<file path="config.mk">
export PLATFORM = sky130hd
export DESIGN_NAME = evu_counter_bank
export DESIGN_NICKNAME = d
export VERILOG_FILES = /design/src/rtl/evu_counter_bank.sv
export SDC_FILE = /design/constraint.sdc
export NUM_CORES = 1
export LEC_CHECK = 0
export CORE_MARGIN = 3
export CORE_UTILIZATION = 46
export CTS_BUF_LIST = sky130_fd_sc_hd__clkbuf_8 sky130_fd_sc_hd__clkbuf_16
export DETAILED_ROUTE_END_ITERATION = 6
export PLACE_DENSITY = 0.78
export SLEW_MARGIN = 15
export SYNTH_ARGS = -nofsm -noshare
export SYNTH_HDL_FRONTEND = slang
export SYNTH_SLANG_ARGS = --single-unit
</file>
<file path="constraint.sdc">
create_clock -name clk_i -period 2.5 [get_ports clk_i]
set_input_delay 0.75 -clock clk_i [delete_from_list [all_inputs] [get_ports clk_i]]
set_output_delay 0.75 -clock clk_i [all_outputs]
set_load 0.05 [all_outputs]
</file>
<file path="src/rtl/evu_counter_bank.sv">
// ============================================================================
// evu_counter_bank
// ----------------------------------------------------------------------------
// Event-counting unit for the CVA6 performance-monitoring path.
//
// NUM_CH independent channels each pick one of NUM_EVT event sources and
// accumulate that source's multi-bit per-cycle increment. Multi-commit-port
// events therefore count exactly. Event 0 is reserved and never counts.
// Event 1 is the cycle source, which the environment drives like any other
// event.
//
// Pipeline (fixed latency, no stalls):
//   stage 1 : inc_q[c] <= selected, gated increment of channel c
//   stage 2 : cnt_q[c] <= cnt_q[c] + inc_q[c] (modulo 2^CNT_W)
// An event in cycle t is visible on cnt_o in cycle t+2.
//
// Optional feature (compile-time macro EVU_OVF_IRQ_EN):
//   defined   : irq_o is a register of |ovf_o. It rises one cycle after any
//               overflow flag sets. It falls one cycle after all flags clear.
//   undefined : irq_o is tied to 0. The port stays so the interface does
//               not change between builds.
//
// Ports
//   clk_i        in   1                clock
//   rst_ni       in   1                synchronous active-low reset
//   evt_inc_i    in   NUM_EVT*INC_W    per-event increment; slice e = event e
//   freeze_i     in   1                global count inhibit (stage 1 only)
//   cfg_we_i     in   1                channel config write strobe
//   cfg_ch_i     in   $clog2(NUM_CH)   channel addressed by cfg/cnt writes
//   cfg_sel_i    in   $clog2(NUM_EVT)  event select written to the channel
//   cfg_en_i     in   1                channel enable written to the channel
//   cnt_we_i     in   1                counter preload strobe
//   cnt_wdata_i  in   CNT_W            counter preload value
//   ovf_clr_i    in   NUM_CH           per-channel sticky overflow clear
//   cnt_o        out  NUM_CH*CNT_W     registered counter values
//   ovf_o        out  NUM_CH           sticky overflow flags
//   irq_o        out  1                overflow interrupt
// ============================================================================
module evu_counter_bank #(
    parameter  int NUM_CH  = 4,
    parameter  int NUM_EVT = 16,
    parameter  int CNT_W   = 64,
    parameter  int INC_W   = 2,
    localparam int CH_W    = (NUM_CH  > 1) ? $clog2(NUM_CH)  : 1,
    localparam int SEL_W   = (NUM_EVT > 1) ? $clog2(NUM_EVT) : 1
) (
    input  logic                     clk_i,
    input  logic                     rst_ni,
    input  logic [NUM_EVT*INC_W-1:0] evt_inc_i,
    input  logic                     freeze_i,
    input  logic                     cfg_we_i,
    input  logic [CH_W-1:0]          cfg_ch_i,
    input  logic [SEL_W-1:0]         cfg_sel_i,
    input  logic                     cfg_en_i,
    input  logic                     cnt_we_i,
    input  logic [CNT_W-1:0]         cnt_wdata_i,
    input  logic [NUM_CH-1:0]        ovf_clr_i,
    output logic [NUM_CH*CNT_W-1:0]  cnt_o,
    output logic [NUM_CH-1:0]        ovf_o,
    output logic                     irq_o
);

    // ------------------------------------------------------------------
    // State
    // ------------------------------------------------------------------
    logic [SEL_W-1:0]  sel_q [NUM_CH];   // per-channel event select
    logic [NUM_CH-1:0] en_q;             // per-channel enable
    logic [INC_W-1:0]  inc_q [NUM_CH];   // stage-1 captured increment
    logic [CNT_W-1:0]  cnt_q [NUM_CH];   // stage-2 counters
    logic [NUM_CH-1:0] ovf_q;            // sticky overflow flags

    // ------------------------------------------------------------------
    // Next-state signals
    // ------------------------------------------------------------------
    logic [INC_W-1:0]  inc_d [NUM_CH];
    logic [CNT_W:0]    sum   [NUM_CH];   // one extra bit holds the carry-out
    logic [CNT_W-1:0]  cnt_d [NUM_CH];
    logic [NUM_CH-1:0] ovf_d;

    logic              ch_valid;
    logic [NUM_CH-1:0] cfg_hit;
    logic [NUM_CH-1:0] cnt_hit;

    // Event 0 is reserved and never feeds a channel. Its slice is
    // intentionally left unused.
    logic unused_evt0;
    assign unused_evt0 = ^evt_inc_i[INC_W-1:0];

    // ------------------------------------------------------------------
    // Write decode
    // A channel index beyond NUM_CH (possible when NUM_CH is not a power
    // of two) addresses nothing, so such a write is dropped.
    // ------------------------------------------------------------------
    assign ch_valid = (32'(cfg_ch_i) < 32'(NUM_CH));

    always_comb begin
        // NOTE: every variable written in a combinational block gets a
        // default first, so no path leaves it unassigned and no latch is
        // inferred.
        cfg_hit = '0;
        cnt_hit = '0;
        for (int c = 0; c < NUM_CH; c++) begin
            cfg_hit[c] = cfg_we_i && ch_valid && (cfg_ch_i == CH_W'(c));
            cnt_hit[c] = cnt_we_i && ch_valid && (cfg_ch_i == CH_W'(c));
        end
    end

    // ------------------------------------------------------------------
    // Channel configuration registers
    // A new select takes effect for events from the next cycle onward. An
    // increment already captured from the old source still drains through
    // stage 2.
    // ------------------------------------------------------------------
    always_ff @(posedge clk_i) begin
        // NOTE: the per-channel arrays are small flop banks, not RAM. The
        // reset state defines every one of them, so they are reset
        // explicitly here.
        if (!rst_ni) begin
            for (int c = 0; c < NUM_CH; c++) begin
                sel_q[c] <= '0;
            end
            en_q <= '0;
        end else begin
            for (int c = 0; c < NUM_CH; c++) begin
                if (cfg_hit[c]) begin
                    sel_q[c] <= cfg_sel_i;
                    en_q[c]  <= cfg_en_i;
                end
            end
        end
    end

    // ------------------------------------------------------------------
    // Stage 1: select and gate the increment
    // The loop compares against legal non-zero event indices only. A select
    // of 0, or one at or above NUM_EVT, matches nothing and yields 0. No
    // out-of-range part-select can occur.
    // ------------------------------------------------------------------
    always_comb begin
        for (int c = 0; c < NUM_CH; c++) begin
            inc_d[c] = '0;
            if (en_q[c] && !freeze_i) begin
                for (int e = 1; e < NUM_EVT; e++) begin
                    if (sel_q[c] == SEL_W'(e)) begin
                        inc_d[c] = evt_inc_i[e*INC_W +: INC_W];
                    end
                end
            end
        end
    end

    always_ff @(posedge clk_i) begin
        // NOTE: sequential state is written only with non-blocking
        // assignments. Every flop then samples pre-edge values, whatever
        // order the blocks run in.
        if (!rst_ni) begin
            for (int c = 0; c < NUM_CH; c++) begin
                inc_q[c] <= '0;
            end
        end else begin
            for (int c = 0; c < NUM_CH; c++) begin
                inc_q[c] <= inc_d[c];
            end
        end
    end

    // ------------------------------------------------------------------
    // Stage 2: accumulate, wrap and overflow
    // A preload replaces the channel's sum, so that channel's captured
    // increment is dropped and cannot raise an overflow. The clear applies
    // independently of the preload. A wrap in the same cycle as a clear
    // still leaves the flag set.
    // ------------------------------------------------------------------
    always_comb begin
        ovf_d = '0;
        for (int c = 0; c < NUM_CH; c++) begin
            sum[c]   = {1'b0, cnt_q[c]} + (CNT_W+1)'(inc_q[c]);
            cnt_d[c] = cnt_hit[c] ? cnt_wdata_i : sum[c][CNT_W-1:0];
            ovf_d[c] = (sum[c][CNT_W] && !cnt_hit[c])
                     || (ovf_q[c] && !ovf_clr_i[c]);
        end
    end

    always_ff @(posedge clk_i) begin
        if (!rst_ni) begin
            for (int c = 0; c < NUM_CH; c++) begin
                cnt_q[c] <= '0;
            end
            ovf_q <= '0;
        end else begin
            for (int c = 0; c < NUM_CH; c++) begin
                cnt_q[c] <= cnt_d[c];
            end
            ovf_q <= ovf_d;
        end
    end

    // ------------------------------------------------------------------
    // Outputs
    // ------------------------------------------------------------------
    for (genvar c = 0; c < NUM_CH; c++) begin : g_cnt_out
        assign cnt_o[c*CNT_W +: CNT_W] = cnt_q[c];
    end

    assign ovf_o = ovf_q;

`ifdef EVU_OVF_IRQ_EN
    // The interrupt follows the registered flags, one cycle behind them.
    logic irq_q;

    always_ff @(posedge clk_i) begin
        if (!rst_ni) begin
            irq_q <= 1'b0;
        end else begin
            irq_q <= |ovf_q;
        end
    end

    assign irq_o = irq_q;
`else
    assign irq_o = 1'b0;
`endif

endmodule

</file>
==> reports/results.ini <==
[clock_tree]
cts.sinks = 288
root_buffer = clkbuf_16
insertion_delay_ns = 0.52
cts_buffers = 34
htreeDepth = 2
clockBufferDepth = 3
cts_tree = built
cts.clk_slew.worst_paths_ns = 0.06

[global_routing]
grt_pass1_wl_mm = 92.2
grt_pass1_vias = 15800
grt_max_degree = 156
grtUsageTotal_pct = 30.5
antenna_found_initial = 4
grt_overflow = 0

[synth]
synth_edf_count = 16
yosys.area.top_type = dfxtp_1
yosysMostFrequentCell = dfxtp_1
synth_seq_cells = 288
yosys-top-cells-count = 272 x dfxtp_1, 180 x o21ai_0, 172 x a21oi_1, 169 x nor2_1, 131 x nand2_1
synthTopCellsByArea = dfxtp_1 34%, xnor2_1 6.8%, xor2_1 5.7%
syn_area_mm2 = 0.0162
synth_cell_types = 74
synth.net_count = 2113
postSynthAreaPerCell_um2 = 8.16
yosys_warnings = 0
ys_seq_area_share_pct = 36.5
synth_cells = 1989
async_flop_share_pct = 0
ys.flop_type = dfxtp_1
synth_top_area_share_pct = 33.6

[drt]
via_count = 16900
drt_pass1_iterations = 6
vias_per_cell = 5.95
routedWlPerCell_um = 21.3
wl_mm = 60.5
drc_errors = 0
drt_iter0_markers = 1764
ant_nets = 0

[finish]
drive_gt1_share_pct = 11.8
design_area_mm2 = 0.0219
nFillCells = 2985
nNetsFinal = 2486
syn_to_final_growth_pct = 34.9

[timing]
setup-violations-final = 0
fmax_mhz = 403
drv_slew = 0
fin_skew_ns = 0.0206
timing.final.ws_setup_ns = 0.0206
finalCriticalPeriod_ns = 2.48
fin_crit_sh_pct = 99.2
relSlewSlack_pct = 55.8
hold_viol = 0
grt_setup_unrepaired = true
worstMarginPinSlew_ns = 0.663

[pwr]
clkPwrFrac_pct = 39.9
netSwitchingFraction_pct = 31.3
max-vdd-ir-drop_v = 0.000363
seq_power_share_pct = 41.4
p_per_area_mw_per_mm2 = 576
p_leak_nw = 8.75
p_int_mw = 8.66
combPwrFrac_pct = 18.7
p_switching_mw = 3.94

[floorplanning]
initial_core_util_pct = 46.9
die_x_um = 194
core_mm2 = 0.0346
rows = 68
die_area_mm2 = 0.0376
pin_count = 373
fp.dieH_um = 194

[setup_path]
critPathTopFamily = buffers and inverters
cp.arrival_ns = 1.73
critPathMaxFanout = 4
critPathBufInv = 1
worstSetupEndpointType = output port
r2r_setup_slack_ns = 0.06
start_kind = flip-flop
crit_required_ns = 1.75
critPathMaxStageDelay_ns = 0.83
path_cells = clkdlybuf4s50_1
path_class = reg -> out
crit_slowest_cell = clkdlybuf4s50_1

[outcome]
status = finished clean

[min_path]
hp-class = reg -> reg

[placement]
hpwl_mm = 45.2
pre_cts_slack_ns = -0.141
portBuffers = 369
place_area_mm2 = 0.0207
place_congestion = 0.945

[run]
maxCapViolCount = 0

per-layer routing:
layer  up-vias  wire, µm  GRT usage [%]
li1       7953         -              -
met3       143      5710           5.89
met4         0      2290           10.5
met5         -         0              0
met2       877     26900           47.8
met1      7960     25600           42.2
power by group through the flow:
| stage | combinational [mW] | clock (mW) | sequential (mW) |
|---|---|---|---|
| after detailed placement | 2.41 | 0 | 5.31 |
| final | 2.35 | 5.03 | 5.22 |
| after global placement | 2.38 | 0 | 5.29 |
| after floorplan | 0.730 | 0 | 5.93 |
| after global routing | 2.47 | 5.25 | 5.25 |
| after CTS | 2.34 | 5.07 | 5.20 |
logic make-up after synthesis:
group,count (synthesis),synth area share (%)
AND/OR/NAND/NOR,732,24.6
AO/OA/AOI/OAI,515,18.6
flip-flops,288,36.5
XOR/XNOR,232,12.5
buffers and inverters,179,4.39
multiplexers,30,2.27
adder cells (fa/ha/maj),12,1.11
other,1,0.0231
timing repair:
item,CTS,global route
pin swaps,0,8
resized for setup,157,59
setup buffers,0,1
endpoints found under the setup margin,157,58
hold buffers,0,0
stage by stage:
stage / cells / power, mW / utilization (%) / hold slack (ns) / TNS, ns
floorplan: 1989 / 6.66 / - / 0.438 / -0.0144
global placement: 2780 / 7.67 / 59.9 / 0.458 / -0.110
detailed placement: 2780 / 7.71 / 59.9 / 0.470 / -0.201
CTS: 2842 / 12.6 / 62.6 / 0.475 / 0
global route: 2844 / 13.0 / 63.2 / 0.507 / -0.170
finish: 2846 / 12.6 / 63.2 / 0.473 / 0
path summary, 6_finish.rpt:
kind / end / start / depth (start not counted)
hold reg to reg: ovf_o[1] / ovf_o[1] / 2
setup / recovery: cnt_o[123] / cnt_q[0][123] / 1
hold / removal: ovf_o[1] / ovf_o[1] / 2
setup reg to reg: cnt_q[0][184] / cnt_q[0][128] / 10
layout by cell type, fill, tap and decap left out, types with 64 or more instances in the layout:
| cell type | count |
|---|---|
| dfxtp_1 | 263 |
| o21ai_0 | 180 |
| a21oi_1 | 172 |
| nor2_1 | 169 |
| dlygate4sd2_1 | 156 |
| clkdlybuf4s50_1 | 135 |
| buf_4 | 132 |
| nand2_1 | 127 |
| xnor2_1 | 126 |
| xor2_1 | 106 |
| nand3_1 | 102 |
| a211oi_1 | 93 |
| nand4_1 | 67 |
| inv_1 | 64 |
registers in the layout, indices dropped and copies added, names as in the netlist:
| name | cells |
|---|---|
| cnt_q | 256 |
| sel_q | 16 |
| inc_q | 8 |
| en_q | 4 |
| ovf_o | 4 |
layout make-up:
type / instances / area [µm²] / share of cell area, %
clock buffer: 37 / 892 / 4.07
sequential: 288 / 5950 / 27.2
antenna: 3 / 7.51 / 0.0343
timing repair buffer: 463 / 4260 / 19.4
tap: 455 / 569 / 2.60
inverter: 53 / 200 / 0.914
multi-input combinational: 1522 / 9790 / 44.7
clock inverter: 25 / 228 / 1.04
(Power assumes the default switching activity.)
